**src/rtl/spi_master_ctrl.sv**
```systemverilog
// SPI initiator for the SPI-to-RAM link.
// Serialises host command words and captures read bytes.
module spi_master_ctrl #(
  parameter int RX_DATA_WIDTH = 10,
  parameter int TX_DATA_WIDTH = 8,
  parameter int RD_WAIT       = 2,
  parameter int GAP           = 1
) (
  input  logic                     clk,
  input  logic                     rst_n,
  input  logic                     cmd_valid,
  output logic                     cmd_ready,
  input  logic [RX_DATA_WIDTH-1:0] cmd_word,
  output logic                     rsp_valid,
  output logic [TX_DATA_WIDTH-1:0] rsp_data,
  output logic                     busy,
  output logic                     MOSI,
  output logic                     SS_n,
  input  logic                     MISO
);

  typedef enum logic [2:0] {
    ST_IDLE,
    ST_CMD,
    ST_SHIFT,
    ST_WAIT,
    ST_RECV,
    ST_GAP
  } state_t;

  localparam logic [3:0] ShiftLd = 4'(RX_DATA_WIDTH - 1);
  localparam logic [3:0] WaitLd  = 4'(RD_WAIT - 1);
  localparam logic [3:0] RecvLd  = 4'(TX_DATA_WIDTH - 1);
  localparam logic [3:0] GapLd   = 4'(GAP - 1);

  state_t                   state_q, state_d;
  logic [3:0]               cnt_q, cnt_d;
  logic [RX_DATA_WIDTH-1:0] sh_q, sh_d;
  logic                     rd_q, rd_d;
  logic [TX_DATA_WIDTH-1:0] rx_q, rx_d;
  logic [TX_DATA_WIDTH-1:0] rsp_data_q, rsp_data_d;
  logic                     rsp_valid_q, rsp_valid_d;
  logic                     mosi_q, mosi_d;
  logic                     ssn_q, ssn_d;
  logic                     rdy_q, rdy_d;

  assign cmd_ready = rdy_q;
  assign busy      = ~rdy_q;
  assign rsp_valid = rsp_valid_q;
  assign rsp_data  = rsp_data_q;
  assign MOSI      = mosi_q;
  assign SS_n      = ssn_q;

  // Next-state, counter and registered-output logic.
  always_comb begin
    state_d     = state_q;
    cnt_d       = cnt_q;
    sh_d        = sh_q;
    rd_d        = rd_q;
    rx_d        = rx_q;
    rsp_data_d  = rsp_data_q;
    rsp_valid_d = 1'b0;
    mosi_d      = 1'b0;
    ssn_d       = ssn_q;
    rdy_d       = rdy_q;
    unique case (state_q)
      ST_IDLE: begin
        if (cmd_valid && rdy_q) begin
          state_d = ST_CMD;
          sh_d    = cmd_word;
          rd_d    = &cmd_word[RX_DATA_WIDTH-1 -: 2];
          mosi_d  = cmd_word[RX_DATA_WIDTH-1];
          ssn_d   = 1'b0;
          rdy_d   = 1'b0;
        end
      end
      ST_CMD: begin
        state_d = ST_SHIFT;
        cnt_d   = ShiftLd;
        mosi_d  = sh_q[RX_DATA_WIDTH-1];
        sh_d    = sh_q << 1;
      end
      ST_SHIFT: begin
        if (cnt_q == 4'd0) begin
          if (rd_q) begin
            state_d = ST_WAIT;
            cnt_d   = WaitLd;
          end else begin
            state_d = ST_GAP;
            cnt_d   = GapLd;
            ssn_d   = 1'b1;
          end
        end else begin
          cnt_d  = cnt_q - 4'd1;
          mosi_d = sh_q[RX_DATA_WIDTH-1];
          sh_d   = sh_q << 1;
        end
      end
      ST_WAIT: begin
        if (cnt_q == 4'd0) begin
          state_d = ST_RECV;
          cnt_d   = RecvLd;
        end else begin
          cnt_d = cnt_q - 4'd1;
        end
      end
      ST_RECV: begin
        rx_d = (rx_q << 1) | {{(TX_DATA_WIDTH-1){1'b0}}, MISO};
        if (cnt_q == 4'd0) begin
          state_d     = ST_GAP;
          cnt_d       = GapLd;
          ssn_d       = 1'b1;
          rsp_data_d  = rx_d;
          rsp_valid_d = 1'b1;
        end else begin
          cnt_d = cnt_q - 4'd1;
        end
      end
      ST_GAP: begin
        if (cnt_q == 4'd0) begin
          state_d = ST_IDLE;
          rdy_d   = 1'b1;
        end else begin
          cnt_d = cnt_q - 4'd1;
        end
      end
      default: begin
        state_d = ST_IDLE;
        ssn_d   = 1'b1;
        rdy_d   = 1'b1;
      end
    endcase
  end

  // State and output registers; reset aborts any frame at once.
  always_ff @(posedge clk or negedge rst_n) begin
    if (!rst_n) begin
      state_q     <= ST_IDLE;
      cnt_q       <= '0;
      sh_q        <= '0;
      rd_q        <= 1'b0;
      rx_q        <= '0;
      rsp_data_q  <= '0;
      rsp_valid_q <= 1'b0;
      mosi_q      <= 1'b0;
      ssn_q       <= 1'b1;
      rdy_q       <= 1'b1;
    end else begin
      state_q     <= state_d;
      cnt_q       <= cnt_d;
      sh_q        <= sh_d;
      rd_q        <= rd_d;
      rx_q        <= rx_d;
      rsp_data_q  <= rsp_data_d;
      rsp_valid_q <= rsp_valid_d;
      mosi_q      <= mosi_d;
      ssn_q       <= ssn_d;
      rdy_q       <= rdy_d;
    end
  end

endmodule

```
**config.mk**
```make
export PLATFORM = sky130hd
export DESIGN_NAME = spi_master_ctrl
export DESIGN_NICKNAME = d
export VERILOG_FILES = /design/src/rtl/spi_master_ctrl.sv
export SDC_FILE = /design/constraint.sdc
export NUM_CORES = 1
export LEC_CHECK = 0
export ABC_AREA = 1
export BUFFER_PORTS_ARGS = -buffer_cell sky130_fd_sc_hd__clkbuf_2
export CAP_MARGIN = 30
export CORE_ASPECT_RATIO = 0.9
export CORE_MARGIN = 2
export CORE_UTILIZATION = 53
export CTS_BUF_LIST = sky130_fd_sc_hd__clkbuf_8
export DETAILED_ROUTE_END_ITERATION = 8
export GPL_ROUTABILITY_DRIVEN = 0
export HOLD_SLACK_MARGIN = 0.12
export PLACE_DENSITY = 0.84
export SLEW_MARGIN = 20
export SYNTH_ARGS = -nofsm -noshare
export SYNTH_HDL_FRONTEND = slang
export SYNTH_SLANG_ARGS = --single-unit
```
**constraint.sdc**
```tcl
create_clock -name clk -period 1.55 [get_ports clk]
set_clock_uncertainty 0.05 [all_clocks]
set_input_delay 0.0775 -clock clk [delete_from_list [all_inputs] [get_ports clk]]
set_output_delay 0.0775 -clock clk [all_outputs]
set_load 0.005 [all_outputs]
```
; ---- After elaboration in Yosys (flattened, before gate mapping)
; Index checks and enable logic that the tools add are counted.
[op_classes]
addsub = 1
bitwise_logic = 4
eq_ne = 13
n_reduce_logical = 15
mux = 27
[op_table]
columns = cell, count
row1 = $pmux 10 s3, 1
row2 = $mux 10, 2
row3 = $pmux 4 s5, 1
row4 = $mux 3, 6
row5 = $pmux 3 s6, 1
row6 = $mux 4, 4
row7 = $ne 2x2->1 const B, 8
row8 = $reduce_and 5->1, 2
row9 = $mux 1, 9
row10 = $or 8x1->8, 1
row11 = $reduce_and 2->1, 4
row12 = $eq 3x2->1 const B, 2
row13 = $eq 3x3->1 const B, 2
row14 = $pmux 1 s3, 2
row15 = $reduce_and 3->1, 2
row16 = $reduce_bool 5->1, 1
row17 = $logic_not 4->1, 1
row18 = $pmux 1 s4, 1
row19 = $reduce_or 4->1, 1
row20 = $sub 4x1->4 const B, 1
row21 = $eq 3x1->1 const B, 1
row22 = $logic_not 3->1, 1
row23 = $not 1->1, 3
row24 = $reduce_bool 3->1, 1
row25 = other kinds (2), 2
[totals]
out_inout_bits = 13
input_bits = 14
register_bits = 37

; ---- Depth between registers and ports, before layout
[logic_depth]
depth_word = 4
ltp_mapped = 10

; ---- Worst setup path after synthesis
; No wires, ideal clock.
[synth_timing]
path_kind = reg-to-reg
from = register cnt_q[0]
to = register rsp_data_q[5] (netlist: rsp_data[5])
arrival_ns = 1.355
setup_ns = 0.126
required_time_ns = 1.374
stages_incl_launch_ff = 10
slack_ns = 0.019
path_cell_list = dfrtp_1 -> inv_1 -> ha_1 -> nand2_1 -> buf_2 -> nor2_4 -> inv_2 -> buf_6 -> nand2_1 -> o21ai_0
[synth_between]
elab_chain_len = 2
[synth_rtl]
columns = item, line
row1 = "start, declared", 37  ; logic [3:0] cnt_q, cnt_d;
row2 = "start signal, assigned", 150  ; cnt_q <= cnt_d;
row3 = $logic_not 4->1, 109  ; if (cnt_q == 4'd0) begin
row4 = $reduce_and 2->1 (no source line), -
row5 = "end signal, assigned", 154  ; rsp_data_q <= rsp_data_d;
row6 = "end, declared", 41  ; logic [TX_DATA_WIDTH-1:0] rsp_data_q, rsp_data_d;
; No other way between the ends.
; A chain may end at the register's enable or synchronous reset.

; ---- Worst setup path after layout
[layout_timing]
from = register state_q[2]
to = register cnt_q[1]
[layout_between]
elab_chain_len = 3
word_cells_on_any_way = 9
cone_classes = eq/ne: 6 / mux: 1 / reduce/logical: 2
[layout_rtl]
columns = item, line
row1 = "start, declared", 36  ; state_t state_q, state_d;
row2 = "start signal, assigned", 149  ; state_q <= state_d;
row3 = $eq 3x3->1 (tied with other cells), 66  ; unique case (state_q)
row4 = $reduce_bool 5->1 (no source line) or $ne 2x2->1 (tied branches), -
row5 = $reduce_and 2->1 (no source line), -
; Parallel ways exist; a longest one is shown, timed or not.

==> results.sh <==
export IMPL_io_pins=27
export IMPL_holdWs_ns=0.180
export IMPL_top_layer_used="met4"
export IMPL_met2_wirelength_mm=2.00
export IMPL_finalHoldViolations=0
export IMPL_power_density_mw_per_mm2=2130
export IMPL_syn_nets=254
export IMPL_finalSetupViolations=0
export IMPL_insertion_delay_ns=0.29
export IMPL_route_met3_wl_um=250
export IMPL_num_antenna_cells=0
export IMPL_yosysUniqueCellTypes=25
export IMPL_die_h_um=60.8
export IMPL_chipWidth_um=67.1
export IMPL_cp_cell_sequence="buf_4 > nand2_2 > o21ai_0 > inv_1 > nand3_2 > inv_2 > nand2_1 > nand2_1"
export IMPL_slowest_delay_ns=0.48
export IMPL_slew_viol_final=0
export IMPL_fp_row_count=20
export IMPL_drt_iter0_drc=108
export IMPL_cts_sinks=37
export IMPL_synth_ff_type="dfrtp_1"
export IMPL_port_buffers=26
export IMPL_seq_power_share=0.324
export IMPL_status="completed"
export IMPL_nNetsFinal=307
export IMPL_cts_tree="done"
export IMPL_path_class="flop to flop"
export IMPL_finalSetupTns_ns=0
export IMPL_tightest_slew_ns=0.461
export IMPL_syn_cell_area_mm2=0.00190
export IMPL_vias=1746
export IMPL_wl_met1_mm=1.89
export IMPL_cts_clk_slew_worst_paths_ns=0.07
export IMPL_dp_slack_ns=-0.0198
export IMPL_ys_top_cells_by_count="75 x nand2_1, 35 x dfrtp_1, 28 x inv_1, 25 x o21ai_0, 14 x nand3_1"
export IMPL_synthCells=238
export IMPL_arrival_ns=1.64
export IMPL_drt_first_pass_iters=5
export IMPL_synth_most_common_cell="nand2_1"
export IMPL_numCtsBuffers=5
export IMPL_ys_ff_latch=37
export IMPL_hold_path_class="primary input to flop"
export IMPL_switching_share=0.446
export IMPL_p_int_mw=2.86
export IMPL_p_comb_frac=0.542
export IMPL_synthTopCellsByArea="dfrtp_1 46%, nand2_1 15%, o21ai_0 6.6%"
export IMPL_p_clk_frac=0.134
export IMPL_max_cap_viol_count=0
export IMPL_synth_edf_count=0
export IMPL_core_mm2=0.00340
export IMPL_cpMaxStageDelayCell="dfrtp_2"
export IMPL_viasPerCell=5.20
export IMPL_grt_pass1_vias=1509
export IMPL_peakVddDrop_uv=946
export IMPL_crit_fanout=7
export IMPL_start_util=0.557
export IMPL_ys_warn_count=0
export IMPL_overflow=0
export IMPL_drc=0
export IMPL_grt_first_pass_wirelength_mm=6.76
export IMPL_crit_top_cell="nand2_1"
export IMPL_worst_ep_required_time_ns=1.72
export IMPL_critical_path_top_delay_family="flip-flops"
export IMPL_max_clock_path_buffers=2
export IMPL_cts_htree_levels=2
export IMPL_area_delta_synth_final_pct=27.6
export IMPL_synth_area_leader_cell="dfrtp_1"
export IMPL_slew_headroom=0.693
export IMPL_cts_root_buffer="clkbuf_8"
export IMPL_start_kind="flop"
export IMPL_hpwlAfterDp_mm=2.84
export IMPL_syn_avg_cell_area_um2=7.97
export IMPL_period_share=0.947
export IMPL_synthArstFlopShare=1.00
export IMPL_min_period_ns=1.47
export IMPL_setup_ws_ns=0.0821
export IMPL_grt_start_max_net_pins=38
export IMPL_p_leak_nw=1.25
export IMPL_switchingPower_mw=2.30
export IMPL_antenna_left=0
export IMPL_yosys_area_top_type_share=0.462
export IMPL_yosysSeqAreaShare=0.489
export IMPL_critPathBufInv=3
export IMPL_fmax_mhz=681
export IMPL_layout_drive_gt1_share=0.295
export IMPL_wire_per_inst_um=12.5
export IMPL_dieArea_mm2=0.00407
export IMPL_cp_end_kind="flop"
export IMPL_track_usage=0.226
export IMPL_antenna_found_initial=0
export IMPL_wl_mm=4.19
==> layout make-up <==
type,instances,area (um^2)
Tap cell,44,55.1
Timing Repair Buffer,52,368
Sequential cell,37,932
Clock inverter,2,11.3
Clock buffer,6,82.6
Inverter,34,135
Multi-Input combinational cell,161,836
Fill cell,279,983
==> what timing repair did <==
item                                    CTS  global route
resized for setup                         2            20
gates cloned                              0             0
pin swaps                                 0             1
hold endpoints to repair                 50             0
endpoints found under the setup margin   13            25
hold buffers                             12             0
setup buffers                             0             1
==> worst register-to-register path: stages (launching register included) <==
cell and delay [ns]:
dfrtp_2 0.48, buf_4 0.17, nand2_2 0.12, o21ai_0 0.11, inv_1 0.09, nand3_2 0.13
inv_2 0.12, nand2_1 0.05, nand2_1 0.07
==> flip-flops by register name (all words and copies together), names as in the netlist <==
register and cells:
MOSI 1, SS_n 1, cmd_ready 1, cnt_q 4, rd_q 1, rsp_data 8, rsp_valid 1, rx_q 7
sh_q 10, state_q 3
==> routing by layer <==
layer	vias to the layer above	GRT usage
met2	73	0.345
met3	5	0.0631
li1	859	-
met4	0	0.0729
met1	809	0.316
met5	-	0
==> layout by cell type, fill, tap and decap left out, types with 2 or more instances in the layout <==
| master | synthesis | layout |
|---|---|---|
| inv_2 | 5 | 5 |
| nor2_2 | 5 | 5 |
| buf_4 | 0 | 13 |
| nor2_1 | 5 | 2 |
| nand2_2 | 3 | 5 |
| o21ai_1 | 13 | 16 |
| o21ai_0 | 25 | 22 |
| nand3_1 | 14 | 14 |
| nand2_1 | 75 | 73 |
| o21ai_2 | 7 | 7 |
| inv_1 | 28 | 27 |
| inv_4 | 1 | 3 |
| dfrtp_2 | 0 | 3 |
| dlygate4sd3_1 | 0 | 12 |
| a21oi_1 | 4 | 3 |
| nor2_4 | 2 | 5 |
| clkbuf_8 | 0 | 6 |
| dfstp_2 | 2 | 2 |
| clkbuf_2 | 0 | 26 |
| dfrtp_1 | 35 | 32 |
==> cells by family after synthesis <==
logic type | Yosys count | share of synthesized area
xor+xnor | 1 | 0.00462
buf+inv | 40 | 0.0970
compound gates | 51 | 0.151
flops | 37 | 0.489
fa+ha+maj | 2 | 0.0132
simple gates | 107 | 0.245
==> per-stage QoR <==
stage	std cells	utilization	cell area, um^2	total power [mW]
floorplan	238	-	1900	3.49
global placement	315	0.628	2140	4.10
detailed placement	315	0.628	2140	4.21
CTS	335	0.693	2360	4.97
global route	336	0.711	2420	5.64
finish	336	0.711	2420	5.16
==> power by group through the flow <==
stage / Sequential [mW] / Combinational (mW) / Clock [mW]
after floorplan: 1.61 / 1.88 / 0
after global placement: 1.63 / 2.47 / 0
after detailed placement: 1.66 / 2.55 / 0
after CTS: 1.64 / 2.62 / 0.708
after global routing: 1.72 / 3.18 / 0.748
final: 1.67 / 2.80 / 0.691
==> worst paths after layout <==
path / start / endpoint / slack (ns) / depth (start not counted)
worst max-delay path: state_q[2] / cnt_q[1] / 0.08 / 8
max in group asynchronous: rst_n / SS_n / 0.80 / 3
min in group asynchronous: rst_n / cnt_q[3] / 0.30 / 3
worst max register to register: state_q[2] / cnt_q[1] / 0.08 / 8
worst min-delay path: cmd_valid / cmd_ready / 0.18 / 4
worst min register to register: SS_n / SS_n / 0.41 / 2
Power figures use the tool's default switching activity.
